$ cat src/rtl/fft_iter_frame_scheduler_if.sv
// rtl/fft_iter_frame_scheduler_if.sv - handshake, RAM-mux and core-control bundle for the FFT frame scheduler
interface fft_iter_frame_scheduler_if #(
  parameter int AddrWL = 5
);
  logic              in_valid;
  logic              in_ready;
  logic              mem_we;
  logic [AddrWL-1:0] mem_wr_addr;
  logic [AddrWL-1:0] mem_rd_addr;
  logic              mem_sel;
  logic              core_start;
  logic              core_en;
  logic              core_done;
  logic              out_valid;
  logic              out_ready;
  logic              out_last;
  logic              busy;
  logic              frame_done;
  logic              tmo_err;

  // scheduler side
  modport master (
    input  in_valid, core_done, out_ready,
    output in_ready, mem_we, mem_wr_addr, mem_rd_addr, mem_sel,
           core_start, core_en, out_valid, out_last, busy, frame_done, tmo_err
  );

  // environment side: sample source, FFT core and result sink
  modport slave (
    output in_valid, core_done, out_ready,
    input  in_ready, mem_we, mem_wr_addr, mem_rd_addr, mem_sel,
           core_start, core_en, out_valid, out_last, busy, frame_done, tmo_err
  );
endinterface

$ cat src/rtl/fft_iter_frame_scheduler.sv
// rtl/fft_iter_frame_scheduler.sv - frame sequencer for the iterative in-place FFT: load, kick, compute, unload
module fft_iter_frame_scheduler #(
  parameter int N_POINTS = 32,
  parameter int AddrWL   = 5,
  parameter int TMO_CYC  = 4096,
  parameter int TmoWL    = 13
) (
  input  logic                         clk_i,
  input  logic                         rst_n_i,
  input  logic                         en_i,
  fft_iter_frame_scheduler_if.master   bus
);

  localparam logic [2:0] S_IDLE       = 3'd0;
  localparam logic [2:0] S_LOAD       = 3'd1;
  localparam logic [2:0] S_KICK       = 3'd2;
  localparam logic [2:0] S_COMPUTE    = 3'd3;
  localparam logic [2:0] S_UNLOAD_RD  = 3'd4;
  localparam logic [2:0] S_UNLOAD_OUT = 3'd5;

  localparam logic [AddrWL-1:0] CNT_LAST = AddrWL'(N_POINTS - 1);
  // Watchdog fires on the enabled COMPUTE cycle that would make the count reach TMO_CYC.
  localparam logic [TmoWL-1:0]  TMO_LAST = TmoWL'(TMO_CYC - 1);

  logic [2:0]        state_q, state_d;
  logic [AddrWL-1:0] ld_cnt_q, ld_cnt_d;
  logic [AddrWL-1:0] rd_cnt_q, rd_cnt_d;
  logic [TmoWL-1:0]  wdog_q, wdog_d;
  logic              tmo_err_q, tmo_err_d;
  logic              frame_done_q, frame_done_d;

  logic              in_ready_w;
  logic              out_valid_w;
  logic              in_hs;
  logic              out_hs;

  // Loading at bit-reversed addresses lets the in-place core emit natural order.
  function automatic logic [AddrWL-1:0] bit_reverse(input logic [AddrWL-1:0] idx);
    logic [AddrWL-1:0] rev;
    rev = '0;
    for (int i = 0; i < AddrWL; i++) begin
      rev[i] = idx[AddrWL-1-i];
    end
    return rev;
  endfunction

  assign in_ready_w  = en_i & (state_q == S_LOAD);
  assign out_valid_w = en_i & (state_q == S_UNLOAD_OUT);
  assign in_hs       = in_ready_w & bus.in_valid;
  assign out_hs      = out_valid_w & bus.out_ready;

  assign bus.in_ready    = in_ready_w;
  assign bus.mem_we      = in_hs;
  assign bus.mem_wr_addr = bit_reverse(ld_cnt_q);
  assign bus.mem_rd_addr = rd_cnt_q;
  // The core owns the RAM only while it is being kicked or is computing.
  assign bus.mem_sel     = (state_q == S_KICK) | (state_q == S_COMPUTE);
  assign bus.core_start  = en_i & (state_q == S_KICK);
  assign bus.core_en     = en_i & (state_q == S_COMPUTE);
  assign bus.out_valid   = out_valid_w;
  assign bus.out_last    = out_valid_w & (rd_cnt_q == CNT_LAST);
  assign bus.busy        = (state_q != S_IDLE);
  // A pending done pulse is held through EN=0 and delivered once enabled again.
  assign bus.frame_done  = en_i & frame_done_q;
  assign bus.tmo_err     = tmo_err_q;

  // Next-state and counter update; everything holds while EN is low.
  always_comb begin
    state_d      = state_q;
    ld_cnt_d     = ld_cnt_q;
    rd_cnt_d     = rd_cnt_q;
    wdog_d       = wdog_q;
    tmo_err_d    = tmo_err_q;
    frame_done_d = frame_done_q;
    if (en_i) begin
      frame_done_d = 1'b0;
      case (state_q)
        S_IDLE: begin
          state_d = S_LOAD;
        end
        S_LOAD: begin
          if (in_hs) begin
            if (ld_cnt_q == CNT_LAST) begin
              ld_cnt_d = '0;
              state_d  = S_KICK;
            end else begin
              ld_cnt_d = ld_cnt_q + 1'b1;
            end
          end
        end
        S_KICK: begin
          wdog_d  = '0;
          state_d = S_COMPUTE;
        end
        S_COMPUTE: begin
          // Completion is checked first so it wins over a simultaneous timeout.
          if (bus.core_done) begin
            state_d = S_UNLOAD_RD;
          end else if (wdog_q == TMO_LAST) begin
            wdog_d    = wdog_q + 1'b1;
            tmo_err_d = 1'b1;
            state_d   = S_IDLE;
          end else begin
            wdog_d = wdog_q + 1'b1;
          end
        end
        S_UNLOAD_RD: begin
          state_d = S_UNLOAD_OUT;
        end
        S_UNLOAD_OUT: begin
          if (out_hs) begin
            if (rd_cnt_q == CNT_LAST) begin
              rd_cnt_d     = '0;
              frame_done_d = 1'b1;
              state_d      = S_LOAD;
            end else begin
              rd_cnt_d = rd_cnt_q + 1'b1;
              state_d  = S_UNLOAD_RD;
            end
          end
        end
        default: begin
          state_d = S_IDLE;
        end
      endcase
    end
  end

  // State register with synchronous active-low reset; reset aborts any frame in flight.
  always_ff @(posedge clk_i) begin
    if (!rst_n_i) begin
      state_q      <= S_IDLE;
      ld_cnt_q     <= '0;
      rd_cnt_q     <= '0;
      wdog_q       <= '0;
      tmo_err_q    <= 1'b0;
      frame_done_q <= 1'b0;
    end else begin
      state_q      <= state_d;
      ld_cnt_q     <= ld_cnt_d;
      rd_cnt_q     <= rd_cnt_d;
      wdog_q       <= wdog_d;
      tmo_err_q    <= tmo_err_d;
      frame_done_q <= frame_done_d;
    end
  end

endmodule

$ cat src/flat_wrapper.sv
// flat-port wrapper written by rule: the top's interface ports become plain ports
module fft_iter_frame_scheduler_flat 
#(
  parameter int N_POINTS = 32,
  parameter int AddrWL   = 5,
  parameter int TMO_CYC  = 4096,
  parameter int TmoWL    = 13
)
  (clk_i, rst_n_i, en_i, bus_in_valid, bus_core_done, bus_out_ready, bus_in_ready, bus_mem_we, bus_mem_wr_addr, bus_mem_rd_addr, bus_mem_sel, bus_core_start, bus_core_en, bus_out_valid, bus_out_last, bus_busy, bus_frame_done, bus_tmo_err);
  fft_iter_frame_scheduler_if #(.AddrWL(AddrWL)) bus_i ();
  input  logic clk_i;
  input  logic rst_n_i;
  input  logic en_i;
  input wire logic [$bits(bus_i.in_valid)-1:0] bus_in_valid;
  input wire logic [$bits(bus_i.core_done)-1:0] bus_core_done;
  input wire logic [$bits(bus_i.out_ready)-1:0] bus_out_ready;
  output wire logic [$bits(bus_i.in_ready)-1:0] bus_in_ready;
  output wire logic [$bits(bus_i.mem_we)-1:0] bus_mem_we;
  output wire logic [$bits(bus_i.mem_wr_addr)-1:0] bus_mem_wr_addr;
  output wire logic [$bits(bus_i.mem_rd_addr)-1:0] bus_mem_rd_addr;
  output wire logic [$bits(bus_i.mem_sel)-1:0] bus_mem_sel;
  output wire logic [$bits(bus_i.core_start)-1:0] bus_core_start;
  output wire logic [$bits(bus_i.core_en)-1:0] bus_core_en;
  output wire logic [$bits(bus_i.out_valid)-1:0] bus_out_valid;
  output wire logic [$bits(bus_i.out_last)-1:0] bus_out_last;
  output wire logic [$bits(bus_i.busy)-1:0] bus_busy;
  output wire logic [$bits(bus_i.frame_done)-1:0] bus_frame_done;
  output wire logic [$bits(bus_i.tmo_err)-1:0] bus_tmo_err;
  assign bus_i.in_valid = bus_in_valid;
  assign bus_i.core_done = bus_core_done;
  assign bus_i.out_ready = bus_out_ready;
  assign bus_in_ready = bus_i.in_ready;
  assign bus_mem_we = bus_i.mem_we;
  assign bus_mem_wr_addr = bus_i.mem_wr_addr;
  assign bus_mem_rd_addr = bus_i.mem_rd_addr;
  assign bus_mem_sel = bus_i.mem_sel;
  assign bus_core_start = bus_i.core_start;
  assign bus_core_en = bus_i.core_en;
  assign bus_out_valid = bus_i.out_valid;
  assign bus_out_last = bus_i.out_last;
  assign bus_busy = bus_i.busy;
  assign bus_frame_done = bus_i.frame_done;
  assign bus_tmo_err = bus_i.tmo_err;
  fft_iter_frame_scheduler #(.N_POINTS(N_POINTS), .AddrWL(AddrWL), .TMO_CYC(TMO_CYC), .TmoWL(TmoWL)) u_core (.clk_i(clk_i), .rst_n_i(rst_n_i), .en_i(en_i), .bus(bus_i));
endmodule
$ cat config.mk
export PLATFORM = sky130hd
export DESIGN_NAME = fft_iter_frame_scheduler_flat
export DESIGN_NICKNAME = d
export VERILOG_FILES = /design/src/rtl/fft_iter_frame_scheduler_if.sv /design/src/rtl/fft_iter_frame_scheduler.sv /design/src/flat_wrapper.sv
export SDC_FILE = /design/constraint.sdc
export NUM_CORES = 1
export LEC_CHECK = 0
export CORE_UTILIZATION = 52
export CTS_BUF_LIST = sky130_fd_sc_hd__clkbuf_16
export DETAILED_ROUTE_END_ITERATION = 8
export GPL_TIMING_DRIVEN = 1
export HOLD_SLACK_MARGIN = 0.12
export PLACE_DENSITY_LB_ADDON = 0.08
export SYNTH_ARGS = -nofsm -noshare
export SYNTH_HDL_FRONTEND = slang
export SYNTH_SLANG_ARGS = --single-unit
export TNS_END_PERCENT = 100
$ cat constraint.sdc
create_clock -name clk_i -period 2.15 [get_ports clk_i]
set_input_delay 0.215 -clock clk_i [delete_from_list [all_inputs] [get_ports clk_i]]
set_output_delay 0.215 -clock clk_i [all_outputs]
set_load 0.05 [all_outputs]
# == Yosys cells after proc, flatten, opt, wreduce, memory -nomap -nowiden ==
# Cells that the tools add are included.
# totals
out_inout_bits,20
reg_bits,28
word_cells,54
input_bits,6
# op_classes
n_mux,14
addsub,3
reduce_logical,8
n_bitwise,10
eq_ne,13
# ops
op,count
13-bit case mux with 2 select lines,1
3-bit two-way mux,6
3-bit case mux with 6 select lines,1
"13-bit by 1-bit adder with 13-bit output, second input constant",1
"13-bit by 12-bit equality test with 1-bit output, second input constant",1
13-bit two-way mux,1
"5-bit by 1-bit adder with 5-bit output, second input constant",2
"5-bit equality test, second input constant",2
5-bit two-way mux,2
3-bit AND reduction,3
1-bit bitwise AND,8
"3-bit by 2-bit equality test with 1-bit output, second input constant",2
"3-bit equality test, second input constant",2
"2-bit != test, second input constant",3
5-bit AND reduction,1
4-bit AND reduction,1
"3-bit by 1-bit equality test with 1-bit output, second input constant",1
3-bit logical NOT,1
1-bit two-way mux,3
"3-bit != test, second input constant",1
3-bit nonzero test,1
"2-bit by 1-bit != test with 1-bit output, second input constant",1
2-bit nonzero test,1
1-bit NOT,1
1-bit OR,1

# == Logic depth before layout (Yosys ltp) ==
# Gate-level depths: netlist of run 1.
# depth
depth_word,5
ltp_mapped,8

# == Worst setup path after synthesis of run 1 ==
# No wires, ideal clock.
# synth_path
kind,reg-to-output
start,"register u_core.rd_cnt_q[0], in the netlist u_core.bus.mem_rd_addr[0]"
end,output port bus_out_last
required_time_ns,1.935
path_stages_with_launch,6
arrival_time_ns,1.904
setup_slack_ns,0.031
path_cell_list,dfxtp_1 > ha_1 > and3_1 > ha_1 > clkbuf_1 > and2_1
# synth_between
elab_chain_cells,2
# synth_lines
element,line_no,source
"start, declared",fft_iter_frame_scheduler.sv:27,"logic [AddrWL-1:0] rd_cnt_q, rd_cnt_d;"
"start signal, assigned",fft_iter_frame_scheduler.sv:141,rd_cnt_q <= rd_cnt_d;
5-bit equality test,fft_iter_frame_scheduler.sv:61,assign bus.out_last = out_valid_w & (rd_cnt_q == CNT_LAST);
1-bit bitwise AND,fft_iter_frame_scheduler.sv:61,
"end, declared",flat_wrapper.sv:25,output wire logic [$bits(bus_i.out_last)-1:0] bus_out_last;
# No other way between the ends.

# == Worst setup path after layout of run 1 ==
# layout_path
start,register u_core.state_q[1]
end,output port bus_mem_sel
# layout_between
elab_chain_cells,2
word_cells_on_any_way,3
cone_classes,eq/ne: 2; bitwise: 1
# layout_lines
element,line_no,source
"start, declared",fft_iter_frame_scheduler.sv:25,"logic [2:0] state_q, state_d;"
"start signal, assigned",fft_iter_frame_scheduler.sv:139,state_q <= state_d;
3-bit by 2-bit equality test with 1-bit output,fft_iter_frame_scheduler.sv:57,assign bus.mem_sel = (state_q == S_KICK) | (state_q == S_COMPUTE);
1-bit OR *,fft_iter_frame_scheduler.sv:57,
"end, declared",flat_wrapper.sv:21,output wire logic [$bits(bus_i.mem_sel)-1:0] bus_mem_sel;
# Every way passes the cells marked *; elsewhere a longest branch is shown, timed or not.

==> results of run 1 <==
[routing by layer]
metal | track usage | part of all wire | up-vias
li1 | - | - | 719
met1 | 0.371 | 0.46 | 681
met2 | 0.418 | 0.47 | 61
met3 | 0.0656 | 0.065 | 4
met4 | 0.104 | 0.0083 | 0
met5 | 0 | 0 | -
[synth_stat cells, drive strengths merged, types with 5 or more instances]
library cell	instances
a21oi	18
dfxtp	28
ha	5
inv	7
nand2	20
nand3	12
nand4	5
nor2	15
nor4	5
o21ai	8
or3	6
[per-stage QoR]
step	util	power, mW	setup slack, ns	hold slack, ns
after CTS	0.762	1.23	0.0782	0.464
final	0.765	1.23	0.0673	0.455
after global placement	0.721	0.674	0.225	0.436
after global routing	0.765	1.27	0.00947	0.497
after floorplan	-	0.621	0.0306	0.364
after detailed placement	0.721	0.678	0.150	0.455
[kinds of logic after synthesis]
| family | Yosys count | share of synthesized area |
|---|---|---|
| compound gates | 37 | 0.147 |
| flops | 28 | 0.381 |
| buf+inv | 15 | 0.0476 |
| simple gates | 85 | 0.332 |
| fa+ha+maj | 5 | 0.0425 |
| mux | 2 | 0.0136 |
| xor+xnor | 6 | 0.0357 |
[sequential cells by signal (all words and copies together), names as in the netlist]
name,cells
u_core.wdog_q,13
u_core.bus.mem_rd_addr,5
u_core.ld_cnt_q,5
u_core.state_q,3
u_core.bus.tmo_err,1
u_core.frame_done_q,1
[what timing repair did]
item	in CTS	in global routing
buffers inserted	0	0
endpoints found under the setup margin	0	2
hold endpoints to repair	0	0
resized for setup	0	1
[layout make-up]
type	instances	share of cell area
clock buffers	3	0.0382
clock inverters	1	0.0153
inverters	8	0.0153
multi-input cells	135	0.432
flip-flops and latches	28	0.285
well taps	30	0.0191
repair buffers	35	0.195
[worst max-delay path, stage by stage, from the launching register on]
cell,delay (ns)
dfxtp_1,0.54
nand2b_4,0.10
inv_1,0.13
clkdlybuf4s50_1,0.82
[power groups by stage]
stage | logic [mW] | registers (mW) | clock network [mW]
global route | 0.137 | 0.541 | 0.588
detailed placement | 0.127 | 0.550 | 0
global placement | 0.124 | 0.550 | 0
finish | 0.130 | 0.540 | 0.556
CTS | 0.128 | 0.539 | 0.559
floorplan | 0.0751 | 0.546 | 0
[how the worst max path moves through the flow]
| stage | start | end | cells past startpoint |
|---|---|---|---|
| global placement | bus_core_done | u_core.wdog_q[11]$_SDFFE_PN0P_ | 5 |
| detailed placement | en_i | u_core.wdog_q[11]$_SDFFE_PN0P_ | 5 |
| CTS | u_core.state_q[1]$_SDFFE_PN0P_ | bus_mem_sel | 3 |
| floorplan | u_core.bus.mem_rd_addr[0]$_SDFFE_PN0P_ | bus_out_last | 5 |
| finish | u_core.state_q[1]$_SDFFE_PN0P_ | bus_mem_sel | 3 |
| global route | u_core.state_q[0]$_SDFFE_PN0P_ | bus_busy | 2 |
==> results.md, run 1 <==
* FP Rows at 18
* CTS H-tree depth at 1
* Max-slew violation count at 0
* Initial antenna violation count at 0
* Worst-case hold path end point: u_core.bus.tmo_err$_SDFFE_PN0P_
* Seq/Total Area, Yosys at 0.381
* Fin. Hold Viols at 0
* Cells after Synth at between 150 and 200
* RR Startpoint: u_core.ld_cnt_q[0]$_SDFFE_PN0P_
* Final non-filler cell total at 240
* Clk buf depth at 2
* Post-Place Cell Area at between 1500 and 2000 sq um
* # setup viols final at 0
* Routed WL at 3.74 mm
* Worst vdd ir at 0.821 mV
* CP arrival at 1.87 ns
* Mean area per synthesized cell at about 8.3 sq um
* GR Overflow Total at 0
* Number of clock sinks at 28
* DRC violations left at 0
* DR vias at 1465
* Logic gate share of total power at 0.106
* Worst Hold Launch: u_core.bus.tmo_err$_SDFFE_PN0P_
* Initial Utilization at 0.573
* Routed length per instance at around 16 um
* Synth cell types at between 40 and 50
* DIE WIDTH at between 50 and 60 um
* Initial DRC Count at just under 50
* R2r setup slk at 0.20 ns
* DIE HEIGHT at around 55 um
* Post-route cell area at roughly 2000 sq um
* Largest net degree at the start of global routing at 17
* Share of power burned in registers at 0.440
* RSZ-0062 raised after global routing: false
* Leak pwr at ~0.70 nW
* Area of the multi-input gates at approximately 850 sq um
* Layout cell share with drive strength beyond 1 at 0.143
* Post-route minimum period at between 2 and 2.5 ns
* Sum Neg Setup Slack at 0 ns
* Post-DP HPWL at between 2 and 3 mm
* Nets@finish at 222
* Crit. End Element: output port
* First-pass GRT wire length at around 6 mm
* Final worst path period share at 0.969
* Vias in the first global route at around 1300
* Clock root buffer: clkbuf_16
* Int Pwr at approximately 950 uW
* Via density at 6.10
* Syn nets at 189
* Area of the core at between 2000 and 3000 sq um
* Commonest non-fill, non-tap cells in the layout: dfxtp_1, nand2_1, a21oi_1, clkdlybuf4s50_1, nor2_1
* Commonest non-fill, non-tap cell in the layout: dfxtp_1
* Largest area contributor in the netlist: dfxtp_1
* CP required at 1.93 ns
* Final GP Congestion at 0.861
* Yosys warns at 0
* Top cell type's share of synthesized area at 0.381
* # IOs at 26
* CTS tree: yes
* Max Fclk at between 400 and 500 MHz
* Filler cells at ~180
* Power Density at 624 nW/um^2
* Async SR Flop Fraction at 0
* Clock power frac at 0.453
* ANT cells at 0
* Final ANT Viol Nets at 0
* DR pass1 iterations at 4
* Area Overhead vs Synth at 33.5%
* Hold Crit Class: reg2reg
* Sw Share at 0.223
* Status: completed
* Placed insts at roughly 240
* Overall die area at just over 3000 sq um
* Crit Path Category: reg2out
* Synth Flop Type: dfxtp_1
* Max-slew headroom at 0.636
* Number of max-cap violations at 0
* Gr usage total at 0.274
* Storage cell area at around 560 sq um
* Mapped Area at roughly 1500 sq um
* Reg clk slew, reported paths at 0.07 ns
* Synth area leaders: dfxtp_1, a21oi_1, nand2_1
* Post-synth EDFFs at 0
* Slew @ Worst Pin at 0.539 ns
* Startpoint Class: flop
* Crit-path max FO at 10
* Synthesis-stage register bit count at 28
* Port bufs at 25
* Hold Buf Count CTS at 0
* Net Switching at 274 uW
* Clock latency on the worst-skew pair at about 0.26 ns
* Reg2reg path depth at 7
* Worst hold path stage count at 2
* Num CTS Buffers at 3
* Clk_skew at between 0.002 and 0.003 ns
* Worst r2r dst: u_core.state_q[2]$_SDFFE_PN0P_
(Power assumes the default switching activity.)
==> run 2, diff against run 1 <==
--- a/config.mk
+++ b/config.mk
@@ -10,6 +10,7 @@
 export DETAILED_ROUTE_END_ITERATION = 8
 export GPL_TIMING_DRIVEN = 1
 export HOLD_SLACK_MARGIN = 0.12
+export MAX_ROUTING_LAYER = met4
 export PLACE_DENSITY_LB_ADDON = 0.08
 export SYNTH_ARGS = -nofsm -noshare
 export SYNTH_HDL_FRONTEND = slang
==> results.md, run 2 (synthesis results as in run 1) <==
* Status: completed
* Layout cell share with drive strength beyond 1 at 0.143
* First-pass GRT wire length at between 5 and 6 mm
* Area Overhead vs Synth at 33.5%
* Filler cells at 184
* Via density at a little over 6
* Post-DP HPWL at 2.72 mm
* CP Launch Point: u_core.state_q[1]$_SDFFE_PN0P_
* Max-slew headroom at 0.637
* Max-slew violation count at 0
* Startpoint Class: flop
* Area of the core at between 2000 and 3000 sq um
* Final ANT Viol Nets at 0
* Final GP Congestion at just under 0.9
* Number of max-cap violations at 0
* CTS H-tree depth at 1
* Initial antenna violation count at 0
* CTS tree: yes
* Clk_skew at around 0.0027 ns
* Clk buf depth at 2
* Crit. End Element: output port
* Crit Path Category: reg2out
* DIE HEIGHT at ~55 um
* Post-route minimum period at ~2.1 ns
* Worst vdd ir at between 0.8 and 0.9 mV
* Commonest non-fill, non-tap cell in the layout: dfxtp_1
* Max reg flops at 13
* M1 WL at 1.71 mm
* Reg with most FFs: u_core.wdog_q
* # IOs at 26
* Core Util, Final at 0.765
* Nets@finish at 222
* ANT cells at 0
* R2r setup slk at between 0.2 and 0.25 ns
* Clock root buffer: clkbuf_16
* Initial DRC Count at slightly below 50
* Largest net degree at the start of global routing at 17
* Initial Utilization at 0.573
* Crit path to: bus_mem_sel
* Slew @ Worst Pin at about 0.54 ns
* Routed length per instance at roughly 16 um
* Met2 Wirelength at around 1.7 mm
* # setup viols final at 0
* Met3 wire len at 239 um
* Power Density at between 600 and 700 nW/um^2
* Final worst path period share at 0.967
* Number of clock sinks at 28
* Max Fclk at roughly 480 MHz
* GR Overflow Total at 0
* Clock latency on the worst-skew pair at approximately 0.27 ns
* Post-CTS Setup Repair Bufs at 0
* Sum Neg Setup Slack at 0 ns
* DRC violations left at 0
* Port bufs at 25
* Reg2reg path depth at 7
* Overall die area at between 3000 and 4000 sq um
* Crit-path max FO at 10
* DR pass1 iterations at 4
* CP arrival at about 1.9 ns
* CP required at ~1.9 ns
* Gr usage total at 0.282
* Uppermost layer routed: met4
* Leak pwr at 0.703 nW
* RSZ-0062 raised after global routing: false
* FP Rows at 18
* Num CTS Buffers at 3
* Worst r2r dst: u_core.state_q[2]$_SDFFE_PN0P_
* DIE WIDTH at ~55 um
* Vias in the first global route at ~1300
* Fin. Hold Viols at 0
* Routed WL at about 3.7 mm
* Hold Crit Class: reg2reg
* Commonest non-fill, non-tap cells in the layout: dfxtp_1, nand2_1, a21oi_1, clkdlybuf4s50_1, nor2_1
* RR Startpoint: u_core.ld_cnt_q[0]$_SDFFE_PN0P_
* DR vias at ~1500
* Reg clk slew, reported paths at 0.07 ns
[run 2: cell counts in the layout (fill, tap and decap cells not counted)]
No cell type changed its count.
[run 2: layout make-up]
cell class,instances,area [sq um],area share
Sequential cell,28,561,0.285
Timing Repair Buffer,35,383,0.195
Inverter,8,30.0,0.0153
Multi-Input combinational cell,135,848,0.432
Tap cell,30,37.5,0.0191
Clock buffer,3,75.1,0.0382
Clock inverter,1,30.0,0.0153
[run 2: stage by stage]
| step | total power, mW | setup slack (ns) | instance area, sq um | hold WS (ns) | std cells |
|---|---|---|---|---|---|
| floorplan | 0.621 | 0.0306 | 1470 | 0.364 | 178 |
| global placement | 0.674 | 0.225 | 1850 | 0.436 | 236 |
| detailed placement | 0.678 | 0.150 | 1850 | 0.455 | 236 |
| CTS | 1.23 | 0.0782 | 1960 | 0.464 | 240 |
| global route | 1.27 | 0.00947 | 1960 | 0.497 | 240 |
| finish | 1.23 | 0.0718 | 1960 | 0.455 | 240 |
[run 2: per-layer routing]
metal	global-route usage	up-vias
met5	-	-
met4	0.104	0
met3	0.0656	4
met2	0.418	57
met1	0.371	692
li1	-	719
[run 2: worst min path at each step]
stage	start	depth (start not counted)	to	slack, ns
2_1_floorplan	rst_n_i	2	u_core.state_q[0]$_SDFFE_PN0P_	0.36
3_3_place_gp	u_core.bus.tmo_err$_SDFFE_PN0P_	2	u_core.bus.tmo_err$_SDFFE_PN0P_	0.44
3_5_place_dp	u_core.bus.tmo_err$_SDFFE_PN0P_	2	u_core.bus.tmo_err$_SDFFE_PN0P_	0.45
4_1_cts	u_core.bus.tmo_err$_SDFFE_PN0P_	2	u_core.bus.tmo_err$_SDFFE_PN0P_	0.46
5_1_grt	u_core.bus.tmo_err$_SDFFE_PN0P_	2	u_core.bus.tmo_err$_SDFFE_PN0P_	0.50
6_report	u_core.bus.tmo_err$_SDFFE_PN0P_	2	u_core.bus.tmo_err$_SDFFE_PN0P_	0.45
[run 2: worst max-delay path, stage by stage (launching register included)]
cell and delay [ns]:
dfxtp_1 0.54, nand2b_4 0.10, inv_1 0.13, clkdlybuf4s50_1 0.82
[run 2: power by group]
group / switching [mW] / internal (mW) / leakage [nW]
logic: 0.0733 / 0.0569 / 0.426
clock network: 0.185 / 0.371 / 0.0511
registers: 0.0158 / 0.524 / 0.226
total: 0.274 / 0.952 / 0.703
[run 2: what timing repair did]
item,in CTS,in global routing
hold buffers,0,0
setup endpoints to repair,0,2
endpoints found under the hold margin,0,0
resized for setup,0,1
==> run 3, diff against run 2 <==
--- a/config.mk
+++ b/config.mk
@@ -8,7 +8,7 @@
 export CORE_UTILIZATION = 52
 export CTS_BUF_LIST = sky130_fd_sc_hd__clkbuf_16
 export DETAILED_ROUTE_END_ITERATION = 8
-export GPL_TIMING_DRIVEN = 1
+export GPL_TIMING_DRIVEN = 0
 export HOLD_SLACK_MARGIN = 0.12
 export MAX_ROUTING_LAYER = met4
 export PLACE_DENSITY_LB_ADDON = 0.08
==> results.md, run 3 (synthesis results as in run 1) <==
* Status: completed
* Pwr Total at between 1 and 1.5 mW
* Max Fclk at between 400 and 500 MHz
* Clock root buffer: clkbuf_16
* CTS tree: yes
* Initial Utilization at 0.573
* Layout cell share with drive strength beyond 1 at 0.0922
* Hold Buf Count CTS at 0
* Initial antenna violation count at 0
* Final GP Congestion at 0.853
* Crit-path cells: buf_6 > and4bb_2 > nand2_2 > inv_1 > dlygate4sd2_1
* Int Pwr at around 930 uW
* Filler cells at between 200 and 250
* R2r setup slk at between 0.15 and 0.2 ns
* RR Startpoint: u_core.ld_cnt_q[0]$_SDFFE_PN0P_
* Clock latency on the worst-skew pair at roughly 0.26 ns
* Initial DRC Count at 54
* First-pass GRT wire length at 5.42 mm
* Max reg flops at 13
* Fin. Hold Viols at 0
* Overall die area at 3050 sq um
* Crit-path max FO at 10
* Core Util, Final at 0.724
* ANT cells at 0
* Final worst path period share at 0.938
* Max-slew headroom at 0.537
* Sum Neg Setup Slack at 0 ns
* # setup viols final at 0
* Clk buf depth at 2
* Routed WL at around 3.4 mm
* Reg with most FFs: u_core.wdog_q
* Max-slew violation count at 0
* Clk_skew at 0.00332 ns
* Logic gate share of total power at 0.097
* Crit. End Element: output port
* Reg2reg path depth at 7
* Share of power burned in registers at 0.444
* DIE WIDTH at approximately 55 um
* Placed insts at approximately 230
* Post-route minimum period at roughly 2 ns
* Clock power frac at 0.458
* CP peak stage delay at between 0.5 and 0.6 ns
* Final WS setup at between 0.1 and 0.15 ns
* Worst hold path stage count at 4
* Area Overhead vs Synth at 26.4%
* Crit Path Category: reg2out
* Final ANT Viol Nets at 0
* Slew @ Worst Pin at 0.690 ns
* RSZ-0062 raised after global routing: false
* Worst vdd ir at approximately 0.47 mV
* Commonest non-fill, non-tap cell in the layout: dfxtp_1
* Slowest-stage cell, CP: dlygate4sd2_1
* DRC violations left at 0
* Worst r2r dst: u_core.state_q[1]$_SDFFE_PN0P_
* Nets@finish at about 220
* Reg clk slew, reported paths at 0.07 ns
* Post-DP HPWL at approximately 2.4 mm
* DR pass1 iterations at 4
* Routed length per instance at 14.2 um
* DR vias at about 1400
* DIE HEIGHT at between 50 and 60 um
* CP arrival at approximately 1.8 ns
* GR Overflow Total at 0
* Largest net degree at the start of global routing at 17
* Startpoint Class: flop
* Power Density at around 640 nW/um^2
* Gr usage total at 0.256
* Leak pwr at just over 0.7 nW
* CP required at 1.93 ns
* CTS H-tree depth at 1
* Port bufs at 24
* Hold Crit Class: in2reg
* Final non-filler cell total at between 200 and 250
* Number of clock sinks at 28
* Number of max-cap violations at 0
* Area of the core at approximately 2600 sq um
* Net Switching at approximately 260 uW
* # IOs at 26
* Commonest non-fill, non-tap cells in the layout: dfxtp_1, nand2_1, a21oi_1
* Vias in the first global route at ~1200
* Via density at about 5.9
* Sw Share at 0.219
* FP Rows at 18
* Worst-case hold path end point: u_core.wdog_q[2]$_SDFFE_PN0P_
* Num CTS Buffers at 3
* Pre-CTS setup slack at -0.271 ns
* Worst Hold Launch: en_i
-- run 3: changes by cell type in the layout (fill, tap and decap cells not counted), sizes merged --
cell           before  now
buf                17    4
clkbuf              3    7
dlygate4sd2         0    3
dlymetal6s2s        0    3
clkdlybuf4s50      18   17
-- run 3: how the worst max path moves through the flow --
stage | start | end | cells past startpoint
after floorplan | u_core.bus.mem_rd_addr[0]$_SDFFE_PN0P_ | bus_out_last | 5
after global placement | u_core.bus.mem_rd_addr[0]$_SDFFE_PN0P_ | bus_out_last | 6
after detailed placement | u_core.bus.mem_rd_addr[0]$_SDFFE_PN0P_ | bus_out_last | 6
after CTS | u_core.bus.mem_rd_addr[0]$_SDFFE_PN0P_ | bus_out_last | 6
after global routing | u_core.bus.mem_rd_addr[0]$_SDFFE_PN0P_ | bus_out_last | 6
final | u_core.state_q[1]$_SDFFE_PN0P_ | bus_mem_we | 5
-- run 3: power by group through the flow --
stage | Combinational, mW | Sequential, mW | Clock, mW
4_1_cts | 0.116 | 0.531 | 0.554
3_3_place_gp | 0.116 | 0.543 | 0
2_1_floorplan | 0.0751 | 0.546 | 0
3_5_place_dp | 0.119 | 0.544 | 0
5_1_grt | 0.124 | 0.533 | 0.567
6_report | 0.117 | 0.532 | 0.549
-- run 3: routing by layer --
layer,global-route usage,part of all wire,vias up
met5,-,0,-
met4,0.0875,0.013,0
met3,0.0328,0.044,7
met2,0.382,0.46,39
met1,0.354,0.49,635
li1,-,-,710
-- run 3: layout make-up --
cell class	instances	area, sq um	share of cell area
Multi-Input combinational cell	135	843	0.454
Sequential cell	28	561	0.301
Timing Repair Buffer	24	241	0.130
Clock buffer	3	75.1	0.0404
Buffer	7	41.3	0.0222
Tap cell	30	37.5	0.0202
Clock inverter	1	30.0	0.0162
Inverter	8	30.0	0.0162
-- run 3: worst max-delay path, delay by kind of cell (launching register included) --
family / cells / cell delay [ns]
buffers and inverters: 3 / 0.73
flip-flops: 1 / 0.31
AND/OR/NAND/NOR: 2 / 0.51
-- run 3: through the flow --
stage,cell area (sq um),hold slack [ns]
floorplan,1470,0.364
global placement,1750,0.434
detailed placement,1750,0.443
CTS,1850,0.365
global route,1860,0.422
finish,1860,0.364
-- run 3: what timing repair did --
| item | 4_1_cts | 5_1_grt |
|---|---|---|
| setup buffers | 0 | 0 |
| pin swaps | 0 | 0 |
| setup endpoints to repair | 4 | 6 |
| gates resized for setup | 7 | 7 |
